## src/rtl/mul88_seq_ctrl.sv

```systemverilog
// 8x8 multiplier sequencer: drives one external 8x4 core twice per operand pair
// and merges the two partial products into a registered 17-bit result.
module mul88_seq_ctrl (
    input  logic        clk,
    input  logic        rst,
    input  logic        in_valid,
    output logic        in_ready,
    input  logic [7:0]  A,
    input  logic [7:0]  B,
    output logic [7:0]  mul_a,
    output logic [3:0]  mul_b,
    input  logic [11:0] mul_r,
    output logic        out_valid,
    input  logic        out_ready,
    output logic [16:0] R,
    output logic        busy,
    output logic [15:0] op_count
);

    typedef enum logic [1:0] {
        S_IDLE,
        S_LOW,
        S_HIGH,
        S_DONE
    } state_t;

    state_t      r_state;
    logic [7:0]  r_a;
    logic [7:0]  r_b;
    logic [16:0] r_acc;
    logic [16:0] r_r;
    logic        r_out_valid;
    logic        r_busy;
    logic [15:0] r_op_count;

    logic [16:0] w_sum;

    // The only input-to-output combinational path: DONE frees up as soon as the consumer takes R.
    assign in_ready = !rst && ((r_state == S_IDLE) || ((r_state == S_DONE) && out_ready));

    assign w_sum = r_acc + {1'b0, mul_r, 4'b0};

    // NOTE: defaults first so every path assigns both outputs and no latch is inferred.
    always_comb begin
        mul_a = '0;
        mul_b = '0;
        case (r_state)
            S_LOW: begin
                mul_a = r_a;
                mul_b = r_b[3:0];
            end
            S_HIGH: begin
                mul_a = r_a;
                mul_b = r_b[7:4];
            end
            default: begin
                mul_a = '0;
                mul_b = '0;
            end
        endcase
    end

    always_ff @(posedge clk) begin
        if (rst) begin
            r_state     <= S_IDLE;
            r_a         <= '0;
            r_b         <= '0;
            r_acc       <= '0;
            r_r         <= '0;
            r_out_valid <= 1'b0;
            r_busy      <= 1'b0;
            r_op_count  <= '0;
        end else begin
            case (r_state)
                S_IDLE: begin
                    if (in_valid) begin
                        r_a     <= A;
                        r_b     <= B;
                        r_busy  <= 1'b1;
                        r_state <= S_LOW;
                    end
                end
                S_LOW: begin
                    r_acc   <= {5'b0, mul_r};
                    r_state <= S_HIGH;
                end
                S_HIGH: begin
                    r_r         <= w_sum;
                    r_out_valid <= 1'b1;
                    r_state     <= S_DONE;
                end
                S_DONE: begin
                    if (out_ready) begin
                        r_out_valid <= 1'b0;
                        r_op_count  <= r_op_count + 16'd1;
                        if (in_valid) begin
                            r_a     <= A;
                            r_b     <= B;
                            r_state <= S_LOW;
                        end else begin
                            r_busy  <= 1'b0;
                            r_state <= S_IDLE;
                        end
                    end
                end
                default: r_state <= S_IDLE;
            endcase
        end
    end

    assign out_valid = r_out_valid;
    assign R         = r_r;
    assign busy      = r_busy;
    assign op_count  = r_op_count;

endmodule

```

## config.mk

```make
export PLATFORM = sky130hd
export DESIGN_NAME = mul88_seq_ctrl
export DESIGN_NICKNAME = d
export VERILOG_FILES = /design/src/rtl/mul88_seq_ctrl.sv
export SDC_FILE = /design/constraint.sdc
export NUM_CORES = 1
export LEC_CHECK = 0
export BUFFER_PORTS_ARGS = -buffer_cell sky130_fd_sc_hd__buf_2
export CELL_PAD_IN_SITES_DETAIL_PLACEMENT = 0
export CELL_PAD_IN_SITES_GLOBAL_PLACEMENT = 1
export CORE_UTILIZATION = 35
export DETAILED_ROUTE_END_ITERATION = 10
export GPL_TIMING_DRIVEN = 1
export PLACE_DENSITY = 0.77
export SYNTH_ARGS = -nofsm -noshare
export SYNTH_HDL_FRONTEND = slang
export SYNTH_SLANG_ARGS = --single-unit
export TNS_END_PERCENT = 1
```

## constraint.sdc

```tcl
create_clock -name clk -period 2.1 [get_ports clk]
set_input_delay 0.42 -clock clk [delete_from_list [all_inputs] [get_ports clk]]
set_output_delay 0.42 -clock clk [all_outputs]
set_load 0.03 [all_outputs]
```

==> PnR_summary.wiki <==
{| class="wikitable"
! Metric !! Value
|-
| Cell leakage power || 1.78 nW
|-
| Total CTS buffers || 9
|-
| CTS tree || done
|-
| Buffer type at the clock tree root || clkbuf_8
|-
| Number of vias per cell || 4.88
|-
| Drt total wl || 6820 µm
|-
| Setup skew after layout || 0.00895 ns
|-
| Via count of the first global-routing pass || 2410
|-
| Worst-path cell chain || ha_1 -> fa_2 -> a21oi_2 -> o21ai_2 -> o22a_4 -> nor4bb_1 -> or3_1
|-
| Initial DRC count || 33
|-
| Share of total power consumed by net switching || 0.360
|-
| Die area || 9160 µm²
|-
| GRT busiest layer || met2
|-
| Y dimension of the die || 95.7 µm
|-
| GR Layer Usage met2 || 0.258
|-
| Outcome || finished, final reports clean
|-
| Global-route usage over all layers || 0.158
|-
| Arrival time at the worst endpoint || 2.24 ns
|-
| Post-route DRC violation count || 0
|-
| Gate Count Post-Synth || 332
|-
| Antenna diode count || 0
|-
| Cells taking the most area after synthesis || dfxtp_1 (42%), mux2i_1 (12%), nor2_1 (7.5%)
|-
| First-pass DRT Iterations || 4
|-
| Number of clock sinks || 65
|-
| Most frequent cells after synthesis || dfxtp_1 (65), nor2_1 (61), mux2i_1 (37)
|-
| Cell with the biggest individual delay on the critical path || fa_2
|-
| Clk_lat worst skew || 0.34 ns
|-
| Number of register bits inferred by synthesis || 65
|-
| Initial cell density of the core || 0.368
|-
| Worst-case vdd ir drop || 0.443 mV
|-
| Antenna Violating Nets Remaining || 0
|-
| Endpoints failing setup || 0
|-
| Number of levels in the clock H-tree || 3
|-
| Max Fclk || 497 MHz
|-
| Clock-pin transition on the worst setup and hold timing paths || 0.08 ns
|-
| Routed wire length per instance || 12.9 µm
|-
| Via total after detailed routing || 2584
|-
| Maximum number of pins on one net before global-route repair || 34
|-
| Met3 Usage GRT || 0.0427
|-
| Number of top-level design ports || 80
|-
| Launching element type of the critical path || register
|-
| First-pass GRT wire length || 11100 µm
|-
| Count of cell types in the netlist || 48
|-
| DP Area || 3630 µm²
|-
| Growth of design area from synthesis to finish || 26.1%
|-
| Layout filler cell count || 832
|-
| Proportion of power drawn by flip-flops and latches || 0.374
|-
| Fraction of the yosys area taken by sequential cells || 0.423
|-
| WP data required || 2.32 ns
|-
| Largest delay share family, worst path || adder cells
|-
| Fraction of final layout cells with drive strength greater than 1 || 0.290
|-
| Horizontal extent of the die || 95.7 µm
|-
| Count of buffers from port buffering || 79
|-
| Count of final max-slew check failures || 0
|-
| CP Class || register to register
|-
| Total global routing overflow || 0
|-
| Clock network power share || 0.263
|-
| Time the final worst path needs with I/O delays and setup || 2.01 ns
|-
| Internal Dissipation || 2.73 mW
|-
| Net switching power || 1.54 mW
|-
| Most frequently used flop master after synthesis || dfxtp_1
|-
| Row count || 33
|-
| Final-layout setup total negative slack || 0 ns
|-
| Setup repair after global routing missed its margin || yes
|-
| Number of flops mapped to enable cells by yosys || 0
|-
| Syn_nets || 379
|-
| Reported max-cap violation count || 0
|-
| Kind of path behind the tightest hold check || input pin to register
|-
| Cell with the most instances after synthesis || dfxtp_1
|-
| Average cell area after synthesis || 9.26 µm²
|-
| Combined buffer and inverter count along the critical path || 0
|-
| Antenna violations before repair || 0
|-
| Global placement routability congestion || 0.819
|-
| Worst max-slew margin expressed relative to the limit || 0.725
|-
| Async set or reset register ratio after synthesis || 0
|-
| Floorplan core area || 8340 µm²
|-
| Worst-case clock buffer depth || 2
|-
| Fraction of the cycle the final worst path needs || 0.958
|-
| Total number of nets in the final design || 466
|-
| Power per unit of standard cell area || 1100 nW/µm²
|-
| Global-route met1 utilization || 0.194
|-
| Number of hold-slack violations in the final timing report || 0
|-
| Slowest Stage Delay on Critical Path || 0.37 ns
|-
| Biggest area consumer among synthesized cells || dfxtp_1
|-
| Worst-margin pin slew || 0.412 ns
|-
| Share of power burned in combinational logic || 0.363
|-
| Post-detail-place hpwl || 4960 µm
|-
| Final instance area || 3870 µm²
|-
| Synthesized area || 3070 µm²
|-
| Share of the synthesized area in the top cell type || 0.423
|-
| Setup crit end kind || register
|-
| Synthesis Warnings || 0
|-
| Top fanout value on the critical path || 4
|}
## cell usage in the layout (no fill, tap or decap), types with 4 or more instances in the layout
cell	instances
buf_2	78
dfxtp_1	64
nor2_1	61
mux2i_1	37
nand2_1	16
buf_4	12
xor2_1	11
clkbuf_8	11
nand3_1	10
ha_1	10
and2_1	9
a21oi_1	9
nor2b_1	8
inv_1	7
xnor2_1	7
nand4_1	6
a22oi_1	5
o21ai_0	5
or3_1	4
a211oi_1	4
## cells by family after synthesis
| logic type | count (synthesis) | share of synthesized area |
|---|---|---|
| XOR/XNOR | 18 | 0.0513 |
| AO/OA/AOI/OAI | 46 | 0.110 |
| multiplexers | 37 | 0.121 |
| AND/OR/NAND/NOR | 128 | 0.200 |
| flip-flops | 65 | 0.423 |
| adder cells (fa/ha/maj) | 15 | 0.0635 |
| buffers and inverters | 23 | 0.0305 |
## per-stage QoR
stage / setup WS (ns) / cells / hold WS, ns / utilization / power [mW]
2_1_floorplan: 0.00450 / 332 / 0.455 / - / 2.72
3_3_place_gp: -0.160 / 513 / 0.453 / 0.435 / 3.12
3_5_place_dp: -0.185 / 513 / 0.464 / 0.435 / 3.14
4_1_cts: 0.0400 / 529 / 0.287 / 0.463 / 4.32
5_1_grt: -0.0152 / 529 / 0.295 / 0.464 / 4.56
6_report: 0.0878 / 529 / 0.305 / 0.464 / 4.27
## path summary, 6_finish.rpt
kind,startpoint,end,slack (ns),depth (start not counted)
setup / recovery,r_acc[4],R[12],0.09,7
hold / removal,B[1],r_b[1],0.31,3
setup reg to reg,r_acc[4],R[12],0.09,7
hold reg to reg,R[16],R[16],0.47,2
## sequential cells by signal, indices dropped and copies added, names as in the netlist
register   flops
r_b            8
op_count      16
R             17
busy           1
r_a            8
r_acc         12
r_state        2
out_valid      1
## cell type report
class	instances	area, µm²	area share
Clock inverter	5	62.6	0.0161
Multi-Input combinational cell	244	1710	0.441
Clock buffer	11	151	0.0391
Timing Repair Buffer	91	488	0.126
Tap cell	105	131	0.0339
Sequential cell	65	1300	0.336
Inverter	8	30.0	0.00775
## what timing repair did
| item | CTS | global route |
|---|---|---|
| hold buffers | 0 | 0 |
| buffers inserted | 0 | 0 |
| pin swaps | 0 | 1 |
| gates resized for setup | 3 | 6 |
| setup endpoints to repair | 12 | 10 |
## layer usage
| layer | wire length (µm) | vias to the layer above |
|---|---|---|
| li1 | - | 1329 |
| met1 | 3310 | 1185 |
| met2 | 3110 | 60 |
| met3 | 319 | 10 |
| met4 | 89 | 0 |
| met5 | 0 | - |
## power groups by stage
stage | logic, mW | clock network [mW] | registers (mW)
6_report | 1.55 | 1.12 | 1.59
2_1_floorplan | 0.963 | 0 | 1.76
5_1_grt | 1.72 | 1.22 | 1.62
4_1_cts | 1.56 | 1.16 | 1.59
3_5_place_dp | 1.52 | 0 | 1.62
3_3_place_gp | 1.51 | 0 | 1.61
## worst reg2reg max path, cell delays in order (launching register included)
cell,delay [ns]
dfxtp_1,0.32
ha_1,0.21
fa_2,0.37
a21oi_2,0.17
o21ai_2,0.10
o22a_4,0.22
nor4bb_1,0.14
or3_1,0.37
No activity file was read; power rests on OpenSTA's default activity.
